==> src/rtl/uart_bus_bridge_pkg.sv <==
// Shared types and protocol constants for the UART-to-bus bridge.
package uart_bus_bridge_pkg;

   typedef enum logic [2:0] {
      StIdle,
      StAddr,
      StData,
      StBus,
      StRdWait,
      StResp,
      StRdata
   } bridgeState;

   localparam logic [7:0] CMD_READ  = 8'h52;
   localparam logic [7:0] CMD_WRITE = 8'h57;
   localparam logic [7:0] RSP_ACK   = 8'h06;
   localparam logic [7:0] RSP_NAK   = 8'h15;

   localparam int unsigned TX_LEN_W = 3;

   function automatic logic [7:0] respByte(input logic err);
      return err ? RSP_NAK : RSP_ACK;
   endfunction

endpackage

==> src/rtl/uart_bus_bridge_txseq.sv <==
// Serializes a 1..5 byte response (first byte in payload[39:32]) over the
// tx_valid/tx_done handshake and pulses done after the last byte completes.
module uart_bus_bridge_txseq
   import uart_bus_bridge_pkg::*;
(
   input  logic                clk,
   input  logic                nReset,
   input  logic                start,
   input  logic [TX_LEN_W-1:0] len,
   input  logic [39:0]         payload,
   output logic [7:0]          tx_data,
   output logic                tx_valid,
   input  logic                tx_done,
   output logic                done
);

   logic [39:0]         shiftReg;
   logic [TX_LEN_W-1:0] remaining;
   logic                active;

   always_ff @(posedge clk or negedge nReset) begin
      if (!nReset) begin
         shiftReg  <= '0;
         remaining <= '0;
         active    <= 1'b0;
         tx_data   <= 8'h00;
         tx_valid  <= 1'b0;
         done      <= 1'b0;
      end else begin
         tx_valid <= 1'b0;
         done     <= 1'b0;
         if (!active) begin
            if (start) begin
               tx_data   <= payload[39:32];
               tx_valid  <= 1'b1;
               shiftReg  <= {payload[31:0], 8'h00};
               remaining <= len;
               active    <= 1'b1;
            end
         // A tx_done coincident with our own tx_valid belongs to nothing we sent.
         end else if (tx_done && !tx_valid) begin
            if (remaining == TX_LEN_W'(1)) begin
               active <= 1'b0;
               done   <= 1'b1;
            end else begin
               tx_data   <= shiftReg[39:32];
               tx_valid  <= 1'b1;
               shiftReg  <= {shiftReg[31:0], 8'h00};
               remaining <= remaining - TX_LEN_W'(1);
            end
         end
      end
   end

endmodule

==> src/rtl/uart_bus_bridge.sv <==
// UART command frames ('R'/'W' + address [+ data]) to a single-beat bus access.
// Define UART_BUS_BRIDGE_TIMEOUT_EN to abort half-received frames after TIMEOUT_CYCLES idle cycles.
module uart_bus_bridge
   import uart_bus_bridge_pkg::*;
#(
   parameter int unsigned TIMEOUT_CYCLES = 100000
) (
   input  logic        clk,
   input  logic        nReset,
   input  logic [7:0]  rx_data,
   input  logic        rx_done,
   output logic [7:0]  tx_data,
   output logic        tx_valid,
   input  logic        tx_done,
   output logic        ren,
   output logic        wen,
   output logic [31:0] addr,
   output logic [31:0] wdata,
   output logic [3:0]  strobe,
   input  logic [31:0] rdata,
   input  logic        error,
   input  logic        request_stall,
   output logic        busy
);

   bridgeState          state;
   logic                cmdRead;
   logic [1:0]          byteCnt;
   logic                errQ;
   logic [31:0]         rdataQ;
   logic                txStart;
   logic [TX_LEN_W-1:0] txLen;
   logic [39:0]         txPayload;
   logic                txDone;

`ifdef UART_BUS_BRIDGE_TIMEOUT_EN
   localparam int unsigned TW = $clog2(TIMEOUT_CYCLES + 1);
   localparam logic [TW-1:0] ToLast = TW'(TIMEOUT_CYCLES - 1);
   localparam logic [TW-1:0] ToMax  = TW'(TIMEOUT_CYCLES);
   logic [TW-1:0] toCnt;
`endif

   assign busy = (state != StIdle);

   always_ff @(posedge clk or negedge nReset) begin
      if (!nReset) begin
         state     <= StIdle;
         cmdRead   <= 1'b0;
         byteCnt   <= 2'd0;
         errQ      <= 1'b0;
         rdataQ    <= '0;
         addr      <= '0;
         wdata     <= '0;
         strobe    <= 4'h0;
         ren       <= 1'b0;
         wen       <= 1'b0;
         txStart   <= 1'b0;
         txLen     <= '0;
         txPayload <= '0;
`ifdef UART_BUS_BRIDGE_TIMEOUT_EN
         toCnt     <= '0;
`endif
      end else begin
         txStart <= 1'b0;
         unique case (state)
            StIdle: if (rx_done) begin
               if (rx_data == CMD_READ || rx_data == CMD_WRITE) begin
                  cmdRead <= (rx_data == CMD_READ);
                  byteCnt <= 2'd0;
                  state   <= StAddr;
               end else begin
                  cmdRead   <= 1'b0;
                  txStart   <= 1'b1;
                  txLen     <= TX_LEN_W'(1);
                  txPayload <= {RSP_NAK, 32'h0};
                  state     <= StResp;
               end
            end
            StAddr: if (rx_done) begin
               addr    <= {addr[23:0], rx_data};
               byteCnt <= byteCnt + 2'd1;
               if (byteCnt == 2'd3) begin
                  if (cmdRead) begin
                     ren    <= 1'b1;
                     strobe <= 4'hF;
                     state  <= StBus;
                  end else begin
                     state <= StData;
                  end
               end
            end
            StData: if (rx_done) begin
               wdata   <= {wdata[23:0], rx_data};
               byteCnt <= byteCnt + 2'd1;
               if (byteCnt == 2'd3) begin
                  wen    <= 1'b1;
                  strobe <= 4'hF;
                  state  <= StBus;
               end
            end
            StBus: if (!request_stall) begin
               ren    <= 1'b0;
               wen    <= 1'b0;
               strobe <= 4'h0;
               errQ   <= error;
               if (cmdRead) begin
                  state <= StRdWait;
               end else begin
                  txStart   <= 1'b1;
                  txLen     <= TX_LEN_W'(1);
                  txPayload <= {respByte(error), 32'h0};
                  state     <= StResp;
               end
            end
            StRdWait: begin
               rdataQ    <= rdata;
               txStart   <= 1'b1;
               txLen     <= TX_LEN_W'(1);
               txPayload <= {respByte(errQ), 32'h0};
               state     <= StResp;
            end
            StResp: if (txDone) begin
               if (cmdRead && !errQ) begin
                  txStart   <= 1'b1;
                  txLen     <= TX_LEN_W'(4);
                  txPayload <= {rdataQ, 8'h00};
                  state     <= StRdata;
               end else begin
                  state <= StIdle;
               end
            end
            StRdata: if (txDone) state <= StIdle;
            default: state <= StIdle;
         endcase
`ifdef UART_BUS_BRIDGE_TIMEOUT_EN
         // Counts idle cycles inside a frame; overrides the case above on expiry.
         if ((state == StAddr || state == StData) && !rx_done) begin
            if (toCnt == ToLast) begin
               toCnt <= '0;
               state <= StIdle;
            end else if (toCnt != ToMax) begin
               toCnt <= toCnt + TW'(1);
            end
         end else begin
            toCnt <= '0;
         end
`endif
      end
   end

   uart_bus_bridge_txseq uTxSeq (
      .clk      (clk),
      .nReset   (nReset),
      .start    (txStart),
      .len      (txLen),
      .payload  (txPayload),
      .tx_data  (tx_data),
      .tx_valid (tx_valid),
      .tx_done  (tx_done),
      .done     (txDone)
   );

endmodule

==> config.mk <==
export PLATFORM = sky130hd
export DESIGN_NAME = uart_bus_bridge
export DESIGN_NICKNAME = d
export VERILOG_FILES = /design/src/rtl/uart_bus_bridge_pkg.sv /design/src/rtl/uart_bus_bridge_txseq.sv /design/src/rtl/uart_bus_bridge.sv
export SDC_FILE = /design/constraint.sdc
export NUM_CORES = 1
export LEC_CHECK = 0
export CAP_MARGIN = 20
export CORE_AREA = 3 3 146 148
export CTS_BUF_LIST = sky130_fd_sc_hd__clkbuf_8
export DETAILED_ROUTE_END_ITERATION = 10
export DIE_AREA = 0 0 149 151
export HOLD_SLACK_MARGIN = 0.03
export PLACE_DENSITY = 0.73
export SYNTH_ARGS = -nofsm -noshare
export SYNTH_HDL_FRONTEND = slang
export SYNTH_HIERARCHICAL = 1
export SYNTH_SLANG_ARGS = --single-unit
==> constraint.sdc <==
create_clock -name clk -period 1.5 [get_ports clk]
set_input_delay 0.3 -clock clk [delete_from_list [all_inputs] [get_ports clk]]
set_output_delay 0.3 -clock clk [all_outputs]
set_load 0.02 [all_outputs]
==> impl_metrics.py, run 1 <==
metrics = {
    "outcome": {
        "status": "finished, violations left",
        "violations": "negative setup slack",
    },
    "floorplanning": {
        "num_io_pins": 126,
        "dieArea_um2": 22500,
        "die_h_um": 151,
        "rows": 52,
        "die_w_um": 149,
        "initial_utilization_pct": 39.5,
        "coreArea_um2": 20200,
    },
    "cells_and_area": {
        "final_nets": 902,
        "final_common_cell": "dfrtp_1",
        "antenna_cells": 0,
        "area_delta_synth_final_pct": 39.3,
        "drive_above_1_share_pct": 37.8,
        "instances_no_fill": 1136,
        "final_cell_mix": "184 x dfrtp_1, 66 x mux2_4, 60 x buf_4",
    },
    "timing": {
        "final_hold_viol_count": 0,
        "setup_viol": 132,
        "slew_viol_final": 0,
        "clock.fmax_mhz": 607,
        "fin_crit_sh_pct": 110,
        "period_needed_ns": 1.65,
        "rsz0062_at_grt": "yes",
        "setup_ws_ns": -0.147,
        "fin_skew_ns": 0.0132,
    },
    "global_routing": {
        "grt_start_max_net_pins": 40,
        "grt_remaining_overflow": 0,
        "antenna_found_initial": 0,
        "first_global_vias": 5895,
        "track_usage_pct": 17.4,
        "grt_pass1_wl_um": 31100,
    },
    "worst_setup_path": {
        "reg2reg_slack_ns": -0.15,
        "crit_type": "flop to flop",
        "crit_path_start_kind": "flop",
        "ff2ff_path_depth": 6,
        "crit_path_end_kind": "flop",
        "worstPathRequired_ns": 1.88,
        "cp_max_fo": 12,
        "rr_endpoint": "txPayload[31]$_DFFE_PN0P_",
        "r2r-start": "state[1]$_DFFE_PN0P_",
        "crit_arrival_ns": 2.03,
    },
    "synthesis": {
        "netlist_instances": 652,
        "muxShareOfSynthArea_pct": 18.0,
        "synth_edf_count": 0,
        "synth_area_um2": 7970,
        "synthAdderAreaFrac_pct": 0.471,
        "syn_area_per_cell_um2": 12.2,
        "dominantRegCellSynth": "dfrtp_1",
        "ys_warn_count": 6,
        "synthXorXnorAreaFrac_pct": 0.220,
        "yosysSeqAreaShare_pct": 58.7,
        "synth-async-reset-ratio_pct": 100,
        "synth_top_family_by_area": "multiplexers",
        "ys_types": 48,
        "synth-simple-area-share_pct": 7.98,
        "synth_compound_gate_area_share_pct": 9.27,
        "ys_ff_latch": 187,
    },
    "route": {
        "ant_nets": 0,
        "detail_route.first_pass.iterations": 4,
        "drt-initial-drc-count": 285,
        "routed_wl_um": 19400,
        "via_count": 5687,
        "drc": 0,
        "wl_per_cell_um": 17.1,
        "vias_per_cell": 5.01,
    },
    "pwr": {
        "peakVddDrop_mv": 1.19,
        "p_per_area_nw_per_um2": 2120,
        "p_leak_nw": 5.03,
        "power_w": 0.0235,
    },
    "cts": {
        "ctsHtreeMaxLevel": 4,
        "clkSlewWorstSetupHoldPaths_ns": 0.10,
        "cts_root_buf": "clkbuf_8",
        "clock_latency_ns": 0.46,
        "numCtsBuffers": 17,
        "numClockSinks": 187,
        "ctsLongestPathBuffers": 2,
        "cts_tree": "built",
    },
    "placed_design": {
        "gp_congestion": 0.840,
        "dp_cells": 1080,
        "hpwl_um": 12500,
        "port_buffers": 125,
    },
    "job": {
        "timing.max_cap.violations": 0,
    },
    "worst_hold_path": {
        "hp-class": "primary input to asynchronous set/reset pin",
    },
}
-- kinds of logic (layout without fill, tap and decap cells) --
family                     count (synthesis)  count (layout)
muxes                                    131             131
DFF                                      187             187
adders and majority gates                  3               3
AOI/OAI and AO/OA                        110             110
other                                      1               9
and+or+nand+nor                          134             134
xor gates and xnor gates                   2               2
buffers and inverters                     84             290
-- area by class of cell --
cell class                 count  area (um^2)
clock buffer                  17          234
sequential                   187         4680
multi-input combinational    389         3350
tap                          270          338
fill                        1706         9070
timing repair buffer         218         2210
clock inverter                15          129
inverter                      40          150
-- where the power goes --
| group | switching [W] | internal (W) | total, W |
|---|---|---|---|
| combinational | 0.00524 | 0.00608 | 0.0113 |
| clock | 0.00185 | 0.00132 | 0.00317 |
| sequential | 0.00169 | 0.00733 | 0.00901 |
-- state kept, by name, indices dropped and copies added, names as in the netlist, 2 cells and up --
signal            flops
addr                 32
byteCnt               2
rdataQ               32
txLen                 2
uTxSeq/tx_data        8
wdata                32
uTxSeq/remaining      3
uTxSeq/shiftReg      32
txPayload            32
state                 3
-- routing by layer --
metal | wire, um | track usage [%] | share of wire [%]
met5 | 0 | 0 | 0
met3 | 1510 | 6.58 | 7.8
met4 | 189 | 4.12 | 0.97
met2 | 9510 | 28.2 | 49
met1 | 8180 | 22.4 | 42
-- how the worst max path moves through the flow --
| stage | start | to | cells after the start |
|---|---|---|---|
| after floorplan | state[2]$_DFFE_PN0P_ | addr[2]$_DFFE_PN0P_ | 4 |
| after global placement | rx_data[5] | txPayload[33]$_DFFE_PN0P_ | 6 |
| after detailed placement | rx_data[5] | txPayload[17]$_DFFE_PN0P_ | 7 |
| after CTS | state[0]$_DFFE_PN0P_ | busy | 4 |
| after global routing | byteCnt[0]$_DFFE_PN0P_ | state[1]$_DFFE_PN0P_ | 5 |
| final | state[1]$_DFFE_PN0P_ | txPayload[31]$_DFFE_PN0P_ | 6 |
-- Yosys cell counts (all sizes together) (2+ instances only) --
library cell  number  area share [%]
inv               40             1.9
nor3b              2            0.19
ha                 3            0.47
nor2              47             2.3
mux2i             30             3.8
o21ai             16             1.0
nand2             49             2.3
nand4              2            0.16
a21oi             43             2.7
clkbuf            17            0.80
a31oi              2            0.16
buf               27             2.6
xnor2              2            0.22
dfrtp            187              59
nand2b             6            0.47
nor3               6            0.50
and3b              2            0.22
o32ai             33             3.6
nand3b             2            0.35
nand3              7            0.50
a211oi             4            0.38
nor2b              6            0.47
mux2             101              14
o221ai             3            0.33
-- repair_timing --
action                                 4_1_cts  5_1_grt
buffers inserted                             9        8
cloned                                       4        4
pin swaps                                    5        4
hold buffers                                 1        0
gates resized for setup                    285       86
setup endpoints to repair                  217      200
endpoints found under the hold margin       34        0
-- through the flow --
| step | hold WS, ns | utilization, % | area [um^2] | worst slack, ns | setup TNS (ns) |
|---|---|---|---|---|---|
| 6_report | 0.323 | 55.0 | 11100 | -0.147 | -9.90 |
| 5_1_grt | 0.324 | 55.0 | 11100 | -0.223 | -17.48 |
| 4_1_cts | 0.307 | 53.9 | 10900 | -0.149 | -8.53 |
| 3_5_place_dp | 0.247 | 49.7 | 10000 | -0.586 | -56.09 |
| 3_3_place_gp | 0.254 | 49.7 | 10000 | -0.537 | -53.44 |
| 2_1_floorplan | 0.00441 | - | 8020 | -0.0475 | -1.47 |
-- critical path: stages (launching register included) --
cell and delay (ns):
dfrtp_2 0.49, nand2b_1 0.18, nor2_4 0.06, a221oi_4 0.31, buf_12 0.19, buf_12 0.16
mux2i_1 0.20
(Power assumes the default switching activity.)
==> inputs of run 2 (changes only) <==
- CORE_AREA: 3 3 146 148 -> 2 2 145 147
- DIE_AREA: 0 0 149 151 -> 0 0 147 149
==> impl_metrics.py, run 2 (same netlist as run 1, synthesis figures left out) <==
metrics = {
    "timing": {
        "setup_ws_ns": -0.174,
        "setup_viol": 93,
        "clock.fmax_mhz": 597,
        "slew_viol_final": 0,
        "rsz0062_at_grt": "yes",
        "fin_skew_ns": 0.0137,
        "period_needed_ns": 1.67,
        "whs_ns": 0.300,
        "fin_crit_sh_pct": 112,
        "final_hold_viol_count": 0,
    },
    "worst_hold_path": {
        "hp-class": "primary input to asynchronous set/reset pin",
    },
    "global_routing": {
        "grt_remaining_overflow": 0,
        "first_global_vias": 5951,
        "antenna_found_initial": 0,
        "track_usage_pct": 18.5,
        "grt_pass1_wl_um": 31900,
        "grt_start_max_net_pins": 39,
    },
    "worst_setup_path": {
        "crit_path_start_kind": "primary input",
        "cp-startpoint": "rx_data[4]",
        "crit_arrival_ns": 2.01,
        "r2r-start": "state[1]$_DFFE_PN0P_",
        "crit_type": "primary input to flop",
        "worstPathRequired_ns": 1.83,
        "crit_path_end_kind": "flop",
        "reg2reg_slack_ns": -0.16,
        "cp_max_fo": 9,
    },
    "cells_and_area": {
        "final_core_util_pct": 54.3,
        "drive_above_1_share_pct": 39.8,
        "final_nets": 913,
        "final_common_cell": "dfrtp_1",
        "design_area_um2": 11200,
        "area_delta_synth_final_pct": 40.2,
        "final_cell_mix": "185 x dfrtp_1, 66 x buf_4, 65 x mux2_4",
        "antenna_cells": 0,
    },
    "pwr": {
        "p_per_area_nw_per_um2": 2140,
        "peakVddDrop_mv": 1.40,
        "internal-power_w": 0.0150,
        "power_w": 0.0239,
        "p_leak_nw": 5.12,
        "pwr-share-seq_pct": 37.5,
        "pwr-share-clk_pct": 14.4,
        "sw_frac_of_total_pct": 37.1,
        "p_sw_w": 0.00885,
        "p_comb_share_pct": 48.1,
    },
    "cts": {
        "cts_root_buf": "clkbuf_8",
        "numCtsBuffers": 17,
        "ctsHtreeMaxLevel": 4,
        "numClockSinks": 187,
        "clkSlewWorstSetupHoldPaths_ns": 0.09,
        "clock_latency_ns": 0.45,
        "ctsLongestPathBuffers": 2,
        "cts_tree": "built",
    },
    "route": {
        "ant_nets": 0,
        "routed_wl_um": 20300,
        "drc": 0,
        "via_count": 5815,
        "vias_per_cell": 5.06,
        "wl_per_cell_um": 17.7,
        "drt-initial-drc-count": 381,
        "detail_route.first_pass.iterations": 4,
    },
    "placed_design": {
        "gp_congestion": 0.834,
        "placed_area_um2": 10100,
        "hpwl_um": 12700,
        "preCtsSetupSlack_ns": -0.578,
        "port_buffers": 125,
    },
    "outcome": {
        "status": "finished, violations left",
        "violations": "negative setup slack",
    },
    "floorplanning": {
        "rows": 53,
        "coreArea_um2": 20600,
        "dieArea_um2": 21900,
        "die_h_um": 149,
        "die_w_um": 147,
        "num_io_pins": 126,
        "initial_utilization_pct": 38.8,
    },
    "job": {
        "timing.max_cap.violations": 0,
    },
}
==> run 2: final timing paths <==
check                                                 end  cells past startpoint
worst max-delay path            txPayload[33]$_DFFE_PN0P_                      6
worst min-delay path                rdataQ[6]$_DFFE_PN0P_                      2
worst max register to register       state[0]$_DFFE_PN0P_                      6
worst min register to register      wdata[28]$_DFFE_PN0P_                      1
max in group asynchronous          rdataQ[28]$_DFFE_PN0P_                      3
min in group clk                   rdataQ[29]$_DFFE_PN0P_                      2
==> run 2: metal layers <==
layer  GRT usage, %  share of wire [%]  up-vias
li1               -                  -     2709
met1           24.3                 43     2948
met2           29.7                 49      154
met3           7.06                7.1        4
met4           3.85               0.44        0
met5              0                  0        -
==> run 2: power by group through the flow <==
stage	sequential (W)	combinational, W	clock (W)
CTS	0.00885	0.0107	0.00353
global route	0.00924	0.0124	0.00374
detailed placement	0.00887	0.0102	0
finish	0.00894	0.0115	0.00344
floorplan	0.00966	0.00500	0
global placement	0.00880	0.0101	0
==> run 2: layout make-up <==
class | instances | area (um^2)
clock buffer | 18 | 248
clock inverter | 12 | 151
fill | 1732 | 9390
inverter | 40 | 150
multi-input combinational | 389 | 3410
sequential | 187 | 4680
tap | 275 | 344
timing repair buffer | 229 | 2180
==> run 2: timing repair <==
item / in CTS / in global routing
buffers inserted: 5 / 12
hold buffers: 1 / 0
cloned: 6 / 4
pin swaps: 3 / 2
endpoints found under the hold margin: 26 / 0
gates resized for setup: 219 / 173
endpoints found under the setup margin: 238 / 236
==> run 2: stage by stage <==
step,cells,TNS (ns)
2_1_floorplan,660,-1.47
3_3_place_gp,1093,-52.36
3_5_place_dp,1093,-56.43
4_1_cts,1135,-7.67
5_1_grt,1150,-13.37
6_report,1150,-7.64
==> run 2: worst max-delay path, cell delays in order <==
cell             delay [ns]
clkdlybuf4s50_1        0.49
and4bb_1               0.24
nand3_2                0.15
a221oi_4               0.30
buf_12                 0.19
mux2_1                 0.32
==> inputs of run 3 (changes only) <==
- CAP_MARGIN: 20 -> default
- PLACE_DENSITY: 0.73 -> 0.61
==> impl_metrics.py, run 3 (same netlist as run 1, synthesis figures left out) <==
metrics = {
    "outcome": {
        "status": "finished, violations left",
        "violations": "negative setup slack",
    },
    "timing": {
        "tns_ns": -21.96,
        "setup_viol": 139,
        "rsz0062_at_grt": "yes",
        "fin_skew_ns": 0.00935,
        "clock.fmax_mhz": 564,
        "fin_crit_sh_pct": 118,
        "slew_viol_final": 0,
        "final_hold_viol_count": 0,
        "period_needed_ns": 1.77,
        "setup_ws_ns": -0.274,
    },
    "route": {
        "wl_per_cell_um": 18.9,
        "detail_route.first_pass.iterations": 4,
        "drc": 0,
        "ant_nets": 0,
        "routed_wl_um": 21900,
        "via_count": 5979,
        "drt-initial-drc-count": 248,
        "vias_per_cell": 5.18,
    },
    "worst_setup_path": {
        "crit_path_start_kind": "flop",
        "crit_chain": "buf_6 -> buf_6 -> and3b_1 -> a2111o_1 -> o21a_1 -> o221ai_2",
        "worstPathRequired_ns": 1.88,
        "reg2reg_slack_ns": -0.27,
        "crit_arrival_ns": 2.16,
        "rr_endpoint": "state[1]$_DFFE_PN0P_",
        "crit_family": "compound AO/OA/AOI/OAI gates",
        "ff2ff_path_depth": 6,
        "cp_max_fo": 7,
        "crit_type": "flop to flop",
        "path_buf_inv": 2,
        "crit_path_end_kind": "flop",
        "max_stage_delay_ns": 0.51,
        "crit_slowest_cell": "a2111o_1",
        "r2r-start": "state[1]$_DFFE_PN0P_",
        "cp_common_cell": "buf_6",
    },
    "placed_design": {
        "port_buffers": 125,
        "dp_cells": 1082,
        "gp_congestion": 0.813,
        "placed_area_um2": 10000,
        "hpwl_um": 13000,
    },
    "cts": {
        "cts_root_buf": "clkbuf_8",
        "clock_latency_ns": 0.47,
        "cts_tree": "built",
        "clkSlewWorstSetupHoldPaths_ns": 0.10,
        "ctsLongestPathBuffers": 2,
        "numCtsBuffers": 17,
        "numClockSinks": 187,
        "ctsHtreeMaxLevel": 4,
    },
    "global_routing": {
        "track_usage_pct": 18.7,
        "antenna_found_initial": 0,
        "first_global_vias": 6220,
        "grt_start_max_net_pins": 51,
        "grt_pass1_wl_um": 32500,
        "grt_remaining_overflow": 0,
    },
    "floorplanning": {
        "rows": 53,
        "coreArea_um2": 20600,
        "num_io_pins": 126,
        "die_h_um": 149,
        "initial_utilization_pct": 38.8,
        "dieArea_um2": 21900,
        "die_w_um": 147,
    },
    "cells_and_area": {
        "final_common_cell": "dfrtp_1",
        "final_nets": 916,
        "final_core_util_pct": 55.9,
        "final_cell_mix": "185 x dfrtp_1, 79 x mux2_4, 59 x buf_4",
        "seqCellArea_um2": 4680,
        "drive_above_1_share_pct": 42.3,
        "fill_cells": 1693,
        "instances_no_fill": 1155,
        "multi_input_area_um2": 3610,
        "design_area_um2": 11500,
        "area_delta_synth_final_pct": 44.3,
        "antenna_cells": 0,
    },
    "job": {
        "timing.max_cap.violations": 0,
    },
    "pwr": {
        "peakVddDrop_mv": 1.11,
        "p_per_area_nw_per_um2": 2190,
        "p_leak_nw": 5.24,
    },
    "worst_hold_path": {
        "hp-class": "primary input to asynchronous set/reset pin",
    },
}
## run 3: cell types whose count changed in the layout (fill, tap and decap cells not counted), moves of 7 or more
| cell | change |
|---|---|
| mux2_2 | -11 |
| clkbuf_2 | -10 |
| a21oi_1 | -9 |
| buf_4 | -7 |
| mux2_4 | +14 |
| clkdlybuf4s15_2 | +8 |
| a21oi_2 | +8 |
| buf_2 | +7 |
## run 3: per-layer routing
layer / routed length [um] / up-vias / global-route usage [%]
met5: 0 / - / 0
met4: 516 / 0 / 4.33
met3: 1530 / 35 / 6.76
met2: 11100 / 185 / 31.8
met1: 8750 / 3054 / 22.9
li1: - / 2705 / -
## run 3: layout make-up
class	count	area share, %
flip-flops and latches	187	40.7
clock inverters	14	1.45
clock buffers	18	2.15
repair buffers	232	20.0
multi-input cells	389	31.4
well taps	275	2.99
inverters	40	1.31
## run 3: how the worst max path moves through the flow
| stage | from | to | depth (start not counted) |
|---|---|---|---|
| after floorplan | state[2]$_DFFE_PN0P_ | addr[2]$_DFFE_PN0P_ | 4 |
| after global placement | rx_data[5] | txPayload[33]$_DFFE_PN0P_ | 6 |
| after detailed placement | rx_data[5] | txPayload[18]$_DFFE_PN0P_ | 7 |
| after CTS | state[1]$_DFFE_PN0P_ | addr[9]$_DFFE_PN0P_ | 5 |
| after global routing | state[1]$_DFFE_PN0P_ | state[2]$_DFFE_PN0P_ | 6 |
| final | state[1]$_DFFE_PN0P_ | state[1]$_DFFE_PN0P_ | 6 |
## run 3: repair_timing
item | CTS | global route
hold buffers | 1 | 0
gates resized for setup | 259 | 182
gates cloned | 4 | 11
setup buffers | 9 | 18
hold endpoints to repair | 30 | 0
pin swaps | 8 | 9
setup endpoints to repair | 228 | 229
## run 3: per-stage QoR
stage               setup slack [ns]  total power [W]  hold WS (ns)
global placement              -0.556           0.0189         0.233
floorplan                    -0.0475           0.0147       0.00441
global route                  -0.322           0.0265         0.295
detailed placement            -0.590           0.0192         0.243
finish                        -0.274           0.0251         0.299
CTS                           -0.241           0.0233         0.295
## run 3: where the power goes
| part | switching [W] | internal [W] |
|---|---|---|
| logic | 0.00586 | 0.00668 |
| registers | 0.00175 | 0.00732 |
| clock network | 0.00184 | 0.00169 |
